$ cat config.mk
export PLATFORM = sky130hd
export DESIGN_NAME = uart_rx_byte
export DESIGN_NICKNAME = d
export VERILOG_FILES = /design/src/rtl/uart_pkg.sv /design/src/rtl/sync_2ff.sv /design/src/rtl/uart_rx_byte.sv
export SDC_FILE = /design/constraint.sdc
export NUM_CORES = 1
export LEC_CHECK = 0
export CAP_MARGIN = 25
export CORE_MARGIN = 5
export CORE_UTILIZATION = 50
export DETAILED_ROUTE_END_ITERATION = 10
export PLACE_DENSITY = 0.8
export SYNTH_ARGS = -nofsm -noshare
export SYNTH_HDL_FRONTEND = slang
export SYNTH_HIERARCHICAL = 1
export SYNTH_SLANG_ARGS = --single-unit
export TNS_END_PERCENT = 20
$ cat constraint.sdc
create_clock -name clk -period 2 [get_ports clk]
set_input_delay 0.3 -clock clk [delete_from_list [all_inputs] [get_ports clk]]
set_output_delay 0.3 -clock clk [all_outputs]
set_load 0.005 [all_outputs]
$ cat src/rtl/uart_pkg.sv
// Shared types and helpers for the UART receive path.
package uart_pkg;

    localparam int UART_DATA_W = 8;

    typedef enum logic [2:0] {
        ST_IDLE,
        ST_START,
        ST_DATA,
        ST_PARITY,
        ST_STOP,
        ST_BREAK
    } state_e;

    function automatic int clks_per_bit(input int clk_hz, input int baud);
        return clk_hz / baud;
    endfunction

endpackage

$ cat src/rtl/sync_2ff.sv
// Generic two-flop synchroniser for asynchronous single-bit inputs.
module sync_2ff #(
    parameter logic RST_VAL = 1'b1
) (
    input  logic clk,
    input  logic rst_n,
    input  logic d,
    output logic q
);

    logic meta_d, meta_q;
    logic sync_d, sync_q;

    always_comb begin
        meta_d = d;
        sync_d = meta_q;
    end

    always_ff @(posedge clk) begin
        if (!rst_n) begin
            meta_q <= RST_VAL;
            sync_q <= RST_VAL;
        end else begin
            meta_q <= meta_d;
            sync_q <= sync_d;
        end
    end

    assign q = sync_q;

endmodule

$ cat src/rtl/uart_rx_byte.sv
// 8N1 UART receiver with valid/ready output, framing and overrun flags.
// Define UART_RX_PARITY_EN for 8E1 frames with a live parity_err output.
//
// state  | meaning
// IDLE   | line idle, waiting for a low level
// START  | half-bit wait, confirm start bit is still low
// DATA   | sample 8 data bits at bit centres, LSB first
// PARITY | sample even-parity bit (parity builds only)
// STOP   | sample stop bit, commit byte or flag framing error
// BREAK  | line held low after a bad stop bit, wait for high
module uart_rx_byte
    import uart_pkg::*;
#(
    parameter int CLK_HZ = 100_000_000,
    parameter int BAUD   = 115200
) (
    input  logic                   clk,
    input  logic                   rst_n,
    input  logic                   rx,
    output logic [UART_DATA_W-1:0] data,
    output logic                   valid,
    input  logic                   ready,
    output logic                   frame_err,
    output logic                   overrun,
    output logic                   parity_err
);

    localparam int CPB   = clks_per_bit(CLK_HZ, BAUD);
    localparam int CNT_W = $clog2(CPB);
    localparam logic [CNT_W-1:0] CNT_FULL = CNT_W'(CPB - 1);
    localparam logic [CNT_W-1:0] CNT_HALF = CNT_W'(CPB / 2 - 1);

    logic rx_s;

    state_e                 state_d, state_q;
    logic [CNT_W-1:0]       cnt_d, cnt_q;
    logic [2:0]             bit_idx_d, bit_idx_q;
    logic [UART_DATA_W-1:0] shift_d, shift_q;
    logic [UART_DATA_W-1:0] data_d, data_q;
    logic                   valid_d, valid_q;
    logic                   frame_err_d, frame_err_q;
    logic                   overrun_d, overrun_q;
    logic                   tc;
`ifdef UART_RX_PARITY_EN
    logic                   par_bad_d, par_bad_q;
    logic                   parity_err_d, parity_err_q;
`endif

    sync_2ff #(.RST_VAL(1'b1)) u_sync_rx (
        .clk   (clk),
        .rst_n (rst_n),
        .d     (rx),
        .q     (rx_s)
    );

    assign tc = (cnt_q == '0);

    always_comb begin
        state_d     = state_q;
        cnt_d       = cnt_q;
        bit_idx_d   = bit_idx_q;
        shift_d     = shift_q;
        data_d      = data_q;
        valid_d     = valid_q && !ready;
        frame_err_d = 1'b0;
        overrun_d   = 1'b0;
`ifdef UART_RX_PARITY_EN
        par_bad_d    = par_bad_q;
        parity_err_d = 1'b0;
`endif
        case (state_q)
            ST_IDLE: begin
                if (!rx_s) begin
                    state_d = ST_START;
                    cnt_d   = CNT_HALF;
                end
            end
            ST_START: begin
                if (!tc) begin
                    cnt_d = cnt_q - CNT_W'(1);
                end else if (rx_s) begin
                    state_d = ST_IDLE;
                end else begin
                    state_d   = ST_DATA;
                    cnt_d     = CNT_FULL;
                    bit_idx_d = 3'd0;
                end
            end
            ST_DATA: begin
                if (!tc) begin
                    cnt_d = cnt_q - CNT_W'(1);
                end else begin
                    shift_d   = {rx_s, shift_q[UART_DATA_W-1:1]};
                    cnt_d     = CNT_FULL;
                    bit_idx_d = bit_idx_q + 3'd1;
                    if (bit_idx_q == 3'(UART_DATA_W - 1)) begin
`ifdef UART_RX_PARITY_EN
                        state_d = ST_PARITY;
`else
                        state_d = ST_STOP;
`endif
                    end
                end
            end
`ifdef UART_RX_PARITY_EN
            ST_PARITY: begin
                if (!tc) begin
                    cnt_d = cnt_q - CNT_W'(1);
                end else begin
                    par_bad_d = (rx_s != ^shift_q);
                    cnt_d     = CNT_FULL;
                    state_d   = ST_STOP;
                end
            end
`endif
            ST_STOP: begin
                if (!tc) begin
                    cnt_d = cnt_q - CNT_W'(1);
                end else begin
`ifdef UART_RX_PARITY_EN
                    parity_err_d = par_bad_q;
`endif
                    if (!rx_s) begin
                        frame_err_d = 1'b1;
                        state_d     = ST_BREAK;
                    end else begin
                        state_d = ST_IDLE;
`ifdef UART_RX_PARITY_EN
                        if (!par_bad_q) begin
`else
                        begin
`endif
                            if (!valid_q || ready) begin
                                data_d  = shift_q;
                                valid_d = 1'b1;
                            end else begin
                                overrun_d = 1'b1;
                            end
                        end
                    end
                end
            end
            ST_BREAK: begin
                if (rx_s) state_d = ST_IDLE;
            end
            default: state_d = ST_IDLE;
        endcase
    end

    always_ff @(posedge clk) begin
        if (!rst_n) begin
            state_q     <= ST_IDLE;
            cnt_q       <= '0;
            bit_idx_q   <= '0;
            shift_q     <= '0;
            data_q      <= '0;
            valid_q     <= 1'b0;
            frame_err_q <= 1'b0;
            overrun_q   <= 1'b0;
`ifdef UART_RX_PARITY_EN
            par_bad_q    <= 1'b0;
            parity_err_q <= 1'b0;
`endif
        end else begin
            state_q     <= state_d;
            cnt_q       <= cnt_d;
            bit_idx_q   <= bit_idx_d;
            shift_q     <= shift_d;
            data_q      <= data_d;
            valid_q     <= valid_d;
            frame_err_q <= frame_err_d;
            overrun_q   <= overrun_d;
`ifdef UART_RX_PARITY_EN
            par_bad_q    <= par_bad_d;
            parity_err_q <= parity_err_d;
`endif
        end
    end

    assign data      = data_q;
    assign valid     = valid_q;
    assign frame_err = frame_err_q;
    assign overrun   = overrun_q;
`ifdef UART_RX_PARITY_EN
    assign parity_err = parity_err_q;
`else
    assign parity_err = 1'b0;
`endif

endmodule

==> results.json, run 1 <==
{
  "final_cell_mix": "35 x dfxtp_1, 29 x nor2_1, 17 x nand2_1, 17 x mux2i_1, 14 x clkdlybuf4s50_1",
  "synth.top_cell.area_share": 0.423,
  "yosysSeqAreaShare": 0.423,
  "track_usage": 0.157,
  "totalWireLength_mm": 3.61,
  "worst-path-max-fanout": 5,
  "grt_pass1_vias": 1375,
  "syn_nets": 203,
  "grt_max_degree": 21,
  "slew_viol_final": 0,
  "reg2reg_from": "cnt_q[0]$_SDFFE_PN0P_",
  "clock_path_buffers": 2,
  "grt_overflow": 0,
  "peakVddDrop_mv": 0.399,
  "max-cap-violations": 0,
  "num_rows": 21,
  "cts.sinks": 37,
  "power_frac_seq": 0.526,
  "path_class": "flip-flop to flip-flop",
  "clkPwrFrac": 0.275,
  "holdPathStages": 1,
  "critPathCaptureType": "flip-flop",
  "numCtsBuffers": 5,
  "netlist_area_um2": 1750,
  "grt_antenna_before_repair": 0,
  "required_ns": 2.29,
  "die_y_um": 69.2,
  "yosys_register_bits": 37,
  "hold_viol_final": 0,
  "placed_cell_area_um2": 1990,
  "crit_arrival_ns": 2.22,
  "clkLatencyLatePin_ns": 0.35,
  "min-delay-start": "u_sync_rx/meta_q$_SDFF_PN1_",
  "rr_worst_depth": 7,
  "r2r_end": "cnt_q[1]$_SDFFE_PN0P_",
  "drive_above_1_share": 0.168,
  "core-area_um2": 3360,
  "diodes": 0,
  "dieArea_um2": 4790,
  "io_pins": 16,
  "worst_slack_ns": 0.0665,
  "swShare": 0.318,
  "synth_edf_count": 0,
  "synth_top_area_cell": "dfxtp_1",
  "fin_worst_skew_ns": 0.00420,
  "clkTransAtPathRegs_ns": 0.12,
  "async_reset_ff_frac": 0,
  "critical_path.startpoint": "cnt_q[0]$_SDFFE_PN0P_",
  "leakage_nw": 0.777,
  "r2r_slack_ns": 0.07,
  "use_met3": 0.0406,
  "cellPowerDensity_nw_per_um2": 719,
  "p_total_mw": 1.49,
  "drc": 0,
  "vias_per_cell": 5.46,
  "drt_iter0_markers": 115,
  "p_sw_mw": 0.474,
  "ys.warnings.count": 6,
  "syn_to_final_growth_pct": 18.1,
  "die_w_um": 69.2,
  "postRouteAntennaNets": 0,
  "p_int_mw": 1.01,
  "multi_input_area_um2": 941,
  "syn-instance-count": 195,
  "syn_avg_cell_area_um2": 8.98,
  "synth_area_leaders": "dfxtp_1 42%, mux2i_1 9.7%, nor2_1 6.2%",
  "post_drt_wl_per_cell_um": 13.6,
  "seq_area_um2": 743,
  "grt_pass1_wl_mm": 6.18,
  "final_core_util": 0.615,
  "nFillCells": 316,
  "design_area_um2": 2070,
  "post-route-min-period_ns": 1.93,
  "finalSetupViolCount": 0,
  "hold_ws_ns": 0.438,
  "h-tree-depth": 2,
  "io_buffers": 14,
  "gp_congestion": 0.853,
  "synthDistinctLibCells": 45,
  "top_usage_layer": "met2",
  "cts-root-buf": "clkbuf_4",
  "vias": 1452,
  "min_path_type": "flip-flop to flip-flop",
  "pre_cts_slack_ns": 0.0901,
  "hpwl_mm": 2.53,
  "fin_crit_sh": 0.967,
  "synthFlopType": "dfxtp_1",
  "use_met1": 0.203,
  "max_freq_ghz": 0.517,
  "use_met2": 0.243,
  "dr.pass1.iters": 4,
  "combinationalPowerShare": 0.199,
  "status": "finished clean",
  "hold_end": "u_sync_rx/q$_SDFF_PN1_",
  "start_util": 0.521,
  "startpoint_type": "flip-flop",
  "cts_tree": "done",
  "nets": 227,
  "layout_commonest_cell": "dfxtp_1"
}
sequential cells by signal (all words and copies together), names as in the netlist:
| register | cells |
|---|---|
| u_sync_rx/meta_q | 1 |
| cnt_q | 10 |
| frame_err | 1 |
| state_q | 3 |
| overrun | 1 |
| u_sync_rx/q | 1 |
| bit_idx_q | 3 |
| data | 8 |
| shift_q | 8 |
| valid | 1 |
what timing repair did:
action,in CTS,in global routing
hold buffers,0,0
endpoints found under the setup margin,0,2
gates resized for setup,0,5
setup buffers,0,1
power by group through the flow:
stage	clock network [mW]	logic, mW	registers (mW)
2_1_floorplan	0	0.207	0.789
3_3_place_gp	0	0.266	0.797
3_5_place_dp	0	0.273	0.798
4_1_cts	0.425	0.273	0.781
5_1_grt	0.452	0.325	0.785
6_report	0.409	0.297	0.782
stage by stage:
stage          TNS [ns]  cells
2_1_floorplan         0    195
3_3_place_gp          0    256
3_5_place_dp          0    256
4_1_cts               0    264
5_1_grt        -0.00307    266
6_report              0    266
worst max path at each step:
stage / end / slack (ns) / cells past startpoint
2_1_floorplan: cnt_q[1]$_SDFFE_PN0P_ / 0.22 / 7
3_3_place_gp: cnt_q[1]$_SDFFE_PN0P_ / 0.16 / 7
3_5_place_dp: cnt_q[1]$_SDFFE_PN0P_ / 0.09 / 7
4_1_cts: cnt_q[1]$_SDFFE_PN0P_ / 0.07 / 7
5_1_grt: cnt_q[1]$_SDFFE_PN0P_ / -0.003 / 7
6_report: cnt_q[1]$_SDFFE_PN0P_ / 0.07 / 7
cell type report:
class / count / share of cell area
clock buffers: 5 / 0.0181
clock inverters: 3 / 0.0103
inverters: 8 / 0.0145
multi-input cells: 140 / 0.455
flip-flops and latches: 37 / 0.359
well taps: 46 / 0.0278
repair buffers: 27 / 0.115
critical path, stage by stage (launching register included):
cell and delay, ns:
dfxtp_2 0.35, inv_2 0.06, ha_2 0.16, nor4b_4 0.31
nand3_4 0.17, or3_4 0.43, a211o_1 0.26, a21oi_1 0.12
cells in the mapped netlist (2+ instances only):
cell and number:
a211o_1 2, a21o_1 2, a21oi_1 13, a22oi_1 2, a31oi_1 5, buf_2 6, clkbuf_1 4, dfxtp_1 37
ha_1 4, inv_1 7, mux2i_1 17, nand2_1 17, nand2b_1 5, nor2_1 29, nor3_1 5, nor3_4 2
nor3b_1 2, o21ai_0 2, o21ai_1 3, o221a_1 2, o22ai_1 2, o32ai_1 2, or2_2 2, or3_1 2
per-layer routing:
layer  up-vias  wire length, um
met1       675             1570
met4         0               38
met2        44             1730
met3         4              270
li1        729                -
met5         -                0
kinds of logic (layout without fill, tap and decap cells):
kind of cell	after synthesis	in the layout	synth area share
XOR/XNOR	1	1	0.00500
other	1	1	0.00214
flip-flops	37	37	0.423
adder cells (fa/ha/maj)	5	5	0.0350
multiplexers	17	17	0.0971
AO/OA/AOI/OAI	40	40	0.154
AND/OR/NAND/NOR	75	76	0.237
buffers and inverters	19	43	0.0471
Note: power is estimated with default switching activity, not from simulation.
==> inputs of run 2 (changes only) <==
--- a/config.mk
+++ b/config.mk
@@ -5,10 +5,12 @@
 export SDC_FILE = /design/constraint.sdc
 export NUM_CORES = 1
 export LEC_CHECK = 0
+export ABC_CLOCK_PERIOD_IN_PS = 2000
 export CAP_MARGIN = 25
 export CORE_MARGIN = 5
 export CORE_UTILIZATION = 50
 export DETAILED_ROUTE_END_ITERATION = 10
+export GPL_TIMING_DRIVEN = 0
 export PLACE_DENSITY = 0.8
 export SYNTH_ARGS = -nofsm -noshare
 export SYNTH_HDL_FRONTEND = slang
==> results.json, run 2 (synthesis gave the netlist of run 1 again) <==
{
  "post_drt_wl_per_cell_um": 13.0,
  "die_w_um": 69.2,
  "peakVddDrop_mv": 0.407,
  "cts_tree": "done",
  "cts_hold_buf": 0,
  "start_util": 0.521,
  "postRouteAntennaNets": 0,
  "startpoint_type": "flip-flop",
  "cp_slowest_cell": "dfxtp_2",
  "vias_per_cell": 5.29,
  "totalWireLength_mm": 3.51,
  "critPathCaptureType": "flip-flop",
  "worst-path-max-fanout": 8,
  "syn_to_final_growth_pct": 20.9,
  "final_core_util": 0.630,
  "pre_cts_slack_ns": -0.0436,
  "die_y_um": 69.2,
  "track_usage": 0.153,
  "largest-register": "cnt_q",
  "fin_crit_sh": 0.961,
  "cpPeakStageDelay_ns": 0.35,
  "tightest_slew_ns": 0.666,
  "h-tree-depth": 2,
  "hold_ws_ns": 0.435,
  "nFillCells": 304,
  "num_rows": 21,
  "max_freq_ghz": 0.520,
  "leakage_nw": 0.788,
  "rsz0062_at_grt": "true",
  "final_cell_mix": "35 x dfxtp_1, 29 x nor2_1, 16 x nand2_1, 16 x mux2i_1, 14 x clkdlybuf4s50_1",
  "hold_viol_final": 0,
  "grt_antenna_before_repair": 0,
  "clkLatencyLatePin_ns": 0.36,
  "required_ns": 2.24,
  "grt_overflow": 0,
  "cellPowerDensity_nw_per_um2": 703,
  "layout_commonest_cell": "dfxtp_1",
  "core-area_um2": 3360,
  "drc": 0,
  "gp_congestion": 0.913,
  "clkTransAtPathRegs_ns": 0.12,
  "dp_cells": 255,
  "slew_viol_final": 0,
  "post-route-min-period_ns": 1.92,
  "cts.sinks": 37,
  "path_class": "flip-flop to flip-flop",
  "multi_input_area_um2": 968,
  "final_cells": 269,
  "crit_family": "simple AND/OR/NAND/NOR gates",
  "dieArea_um2": 4790,
  "finalSetupViolCount": 0,
  "drt_iter0_markers": 100,
  "fin_worst_skew_ns": 0.00737,
  "diodes": 0,
  "seq_area_um2": 743,
  "drive_above_1_share": 0.179,
  "vias": 1423,
  "nets": 230,
  "grt_max_degree": 14,
  "max-cap-violations": 0,
  "maxSlewHeadroom": 0.552,
  "cts-root-buf": "clkbuf_4",
  "io_pins": 16,
  "status": "finished clean",
  "clock_path_buffers": 2,
  "numCtsBuffers": 5,
  "dr.pass1.iters": 4,
  "grt_pass1_vias": 1364,
  "largest_register_ffs": 10,
  "cp_cell_sequence": "inv_1 -> ha_1 -> nor4b_4 -> nand3_4 -> buf_4 -> nor3_4 -> buf_12 -> mux2i_4 -> nor2_1",
  "hpwl_mm": 2.39,
  "min_path_type": "flip-flop to flip-flop",
  "grt_pass1_wl_mm": 6.04,
  "crit_arrival_ns": 2.17,
  "p_total_mw": 1.49,
  "io_buffers": 14,
  "critPathBufInv": 3,
  "worst_slack_ns": 0.0775
}
==> run 2: cell count changes in the layout (fill, tap and decap cells not counted), sizes merged <==
cell / previous run / this run
nand3: 2 / 1
buf: 13 / 14
clkbuf: 5 / 8
==> run 2: worst paths after layout <==
| path | cells after the start | end | slack [ns] | from |
|---|---|---|---|---|
| max | 9 | data[4]$_SDFFE_PN0P_ | 0.08 | cnt_q[1]$_SDFFE_PN0P_ |
| min | 1 | u_sync_rx/q$_SDFF_PN1_ | 0.44 | u_sync_rx/meta_q$_SDFF_PN1_ |
| max reg2reg | 9 | data[4]$_SDFFE_PN0P_ | 0.08 | cnt_q[1]$_SDFFE_PN0P_ |
| min reg2reg | 1 | u_sync_rx/q$_SDFF_PN1_ | 0.44 | u_sync_rx/meta_q$_SDFF_PN1_ |
==> run 2: routing by layer <==
metal,vias up,share of wire,GRT usage
met1,645,0.46,0.197
met2,33,0.46,0.232
met4,0,0.022,0.0824
met5,-,0,0
met3,9,0.053,0.0406
li1,736,-,-
==> run 2: layout make-up <==
type | count | area share
plain buffers | 10 | 0.0260
well taps | 46 | 0.0272
repair buffers | 21 | 0.0969
clock buffers | 5 | 0.0177
multi-input cells | 139 | 0.457
flip-flops and latches | 37 | 0.351
clock inverters | 3 | 0.0100
inverters | 8 | 0.0142
==> run 2: metrics by stage <==
| stage | cell area (um^2) | TNS [ns] |
|---|---|---|
| after global routing | 2120 | -0.0942 |
| after detailed placement | 1950 | -0.0537 |
| after global placement | 1950 | 0 |
| after CTS | 2030 | 0 |
| final | 2120 | 0 |
| after floorplan | 1750 | 0 |
==> run 2: timing repair <==
item / 4_1_cts / 5_1_grt
pin swaps: 1 / 4
hold endpoints to repair: 0 / 0
gates resized for setup: 1 / 12
buffers inserted: 1 / 6
endpoints found under the setup margin: 5 / 15
==> run 2: power by group <==
part / switching [mW] / internal, mW / total [mW]
sequential: 0.0219 / 0.757 / 0.778
clock: 0.269 / 0.139 / 0.408
combinational: 0.180 / 0.124 / 0.303
==> inputs of run 3 (changes only) <==
--- a/config.mk
+++ b/config.mk
@@ -7,8 +7,10 @@
 export LEC_CHECK = 0
 export ABC_CLOCK_PERIOD_IN_PS = 2000
 export CAP_MARGIN = 25
-export CORE_MARGIN = 5
+export CORE_ASPECT_RATIO = 1.1
+export CORE_MARGIN = 8
 export CORE_UTILIZATION = 50
+export CTS_BUF_LIST = sky130_fd_sc_hd__clkbuf_4
 export DETAILED_ROUTE_END_ITERATION = 10
 export GPL_TIMING_DRIVEN = 0
 export PLACE_DENSITY = 0.8
==> results.json, run 3 (synthesis gave the netlist of run 1 again) <==
{
  "post-route-min-period_ns": 1.96,
  "vias_per_cell": 5.33,
  "min_path_type": "flip-flop to flip-flop",
  "vias": 1417,
  "slew_viol_final": 0,
  "postRouteAntennaNets": 0,
  "clock_path_buffers": 2,
  "r2r_end": "cnt_q[5]$_SDFFE_PN0P_",
  "num_rows": 22,
  "hold_end": "u_sync_rx/q$_SDFF_PN1_",
  "start_util": 0.522,
  "grt_max_degree": 14,
  "h-tree-depth": 2,
  "cts.sinks": 37,
  "dr.pass1.iters": 4,
  "cts_tree": "done",
  "design_area_um2": 2060,
  "post_drt_wl_per_cell_um": 13.2,
  "gp_congestion": 0.839,
  "required_ns": 2.24,
  "min-delay-start": "u_sync_rx/meta_q$_SDFF_PN1_",
  "worst-path-max-fanout": 8,
  "largest_register_ffs": 10,
  "holdPathStages": 1,
  "grt_pass1_vias": 1246,
  "grt_overflow": 0,
  "cp_slowest_cell": "dfxtp_1",
  "largest-register": "cnt_q",
  "numCtsBuffers": 5,
  "track_usage": 0.128,
  "crit_arrival_ns": 2.20,
  "reg2reg_from": "cnt_q[0]$_SDFFE_PN0P_",
  "tightest_slew_ns": 0.657,
  "nets": 225,
  "layout_commonest_cell": "dfxtp_1",
  "cts_hold_buf": 0,
  "max_freq_ghz": 0.510,
  "totalWireLength_mm": 3.50,
  "status": "finished clean",
  "dp_cells": 257,
  "clkLatencyLatePin_ns": 0.34,
  "placed_cell_area_um2": 1950,
  "cpPeakStageDelay_ns": 0.38,
  "cellPowerDensity_nw_per_um2": 758,
  "fin_worst_skew_ns": 0.0156,
  "hpwl_mm": 2.43,
  "grt_pass1_wl_mm": 5.84,
  "max-cap-violations": 0,
  "maxSlewHeadroom": 0.558,
  "final_cells": 266,
  "cp_cell_sequence": "inv_1 -> ha_1 -> nor4b_4 -> and3_1 -> clkbuf_1 -> a21oi_4 -> nand2_1 -> o221a_1",
  "drive_above_1_share": 0.119,
  "drc": 0,
  "path_class": "flip-flop to flip-flop",
  "dieArea_um2": 5660,
  "finalSetupViolCount": 0,
  "grt_antenna_before_repair": 0,
  "core-area_um2": 3360,
  "die_w_um": 72.4,
  "leakage_nw": 0.762,
  "clkTransAtPathRegs_ns": 0.12,
  "rsz0062_at_grt": "true",
  "critPathCaptureType": "flip-flop",
  "io_pins": 16,
  "final_core_util": 0.613,
  "rr_worst_depth": 8,
  "fin_crit_sh": 0.981,
  "final_cell_mix": "37 x dfxtp_1, 29 x nor2_1, 17 x nand2_1, 17 x mux2i_1, 14 x clkdlybuf4s50_1",
  "peakVddDrop_mv": 0.460,
  "startpoint_type": "flip-flop",
  "die_y_um": 78.1,
  "diodes": 0,
  "syn_to_final_growth_pct": 17.5,
  "p_total_mw": 1.56,
  "r2r_slack_ns": 0.04,
  "drt_iter0_markers": 166,
  "hold_viol_final": 0,
  "io_buffers": 14,
  "cts-root-buf": "clkbuf_4"
}
-- run 3: layout make-up --
cell class,count,area [um^2]
fill,297,1300
multi-input combinational,139,928
sequential,37,741
timing repair buffer,15,160
tap,48,60.1
buffer,11,55.1
clock inverter,3,46.3
clock buffer,5,37.5
inverter,8,30.0
-- run 3: timing repair --
item,CTS,global route
resized for setup,0,1
buffers inserted,1,0
hold endpoints to repair,0,0
endpoints found under the setup margin,1,23
pin swaps,1,0
-- run 3: critical path, delay by kind of cell, from the launching register on --
kind            cells  cell delay, ns
simple gates        3            0.47
compound gates      2            0.56
buf+inv             2            0.27
flops               1            0.38
fa+ha+maj           1            0.19
-- run 3: power breakdown --
group / internal [mW] / switching (mW) / leakage [nW]
clock: 0.265 / 0.260 / 0.0414
combinational: 0.0945 / 0.164 / 0.421
sequential: 0.756 / 0.0213 / 0.300
total: 1.12 / 0.446 / 0.762
-- run 3: per-layer routing --
layer	up-vias	track usage	routed length, um
met5	-	0	0
li1	725	-	-
met3	4	0.0496	213
met1	657	0.164	1640
met4	0	0.0421	39
met2	31	0.192	1610
-- run 3: worst max path at each step --
stage | depth (start not counted) | from | endpoint | slack [ns]
after floorplan | 7 | cnt_q[0]$_SDFFE_PN0P_ | cnt_q[1]$_SDFFE_PN0P_ | 0.22
after global placement | 8 | cnt_q[0]$_SDFFE_PN0P_ | shift_q[5]$_SDFFE_PN0P_ | 0.05
after detailed placement | 7 | cnt_q[0]$_SDFFE_PN0P_ | data[5]$_SDFFE_PN0P_ | -0.006
after CTS | 8 | cnt_q[0]$_SDFFE_PN0P_ | shift_q[2]$_SDFFE_PN0P_ | 0.01
after global routing | 8 | cnt_q[0]$_SDFFE_PN0P_ | cnt_q[8]$_SDFFE_PN0P_ | -0.1
final | 8 | cnt_q[0]$_SDFFE_PN0P_ | cnt_q[5]$_SDFFE_PN0P_ | 0.04
-- run 3: stage by stage --
step           setup TNS, ns  setup WS [ns]  hold WS [ns]
2_1_floorplan              0          0.222         0.373
3_3_place_gp               0         0.0496         0.397
3_5_place_dp        -0.00567       -0.00567         0.398
4_1_cts                    0         0.0113         0.432
5_1_grt                -1.17        -0.0994         0.449
6_report                   0         0.0384         0.425
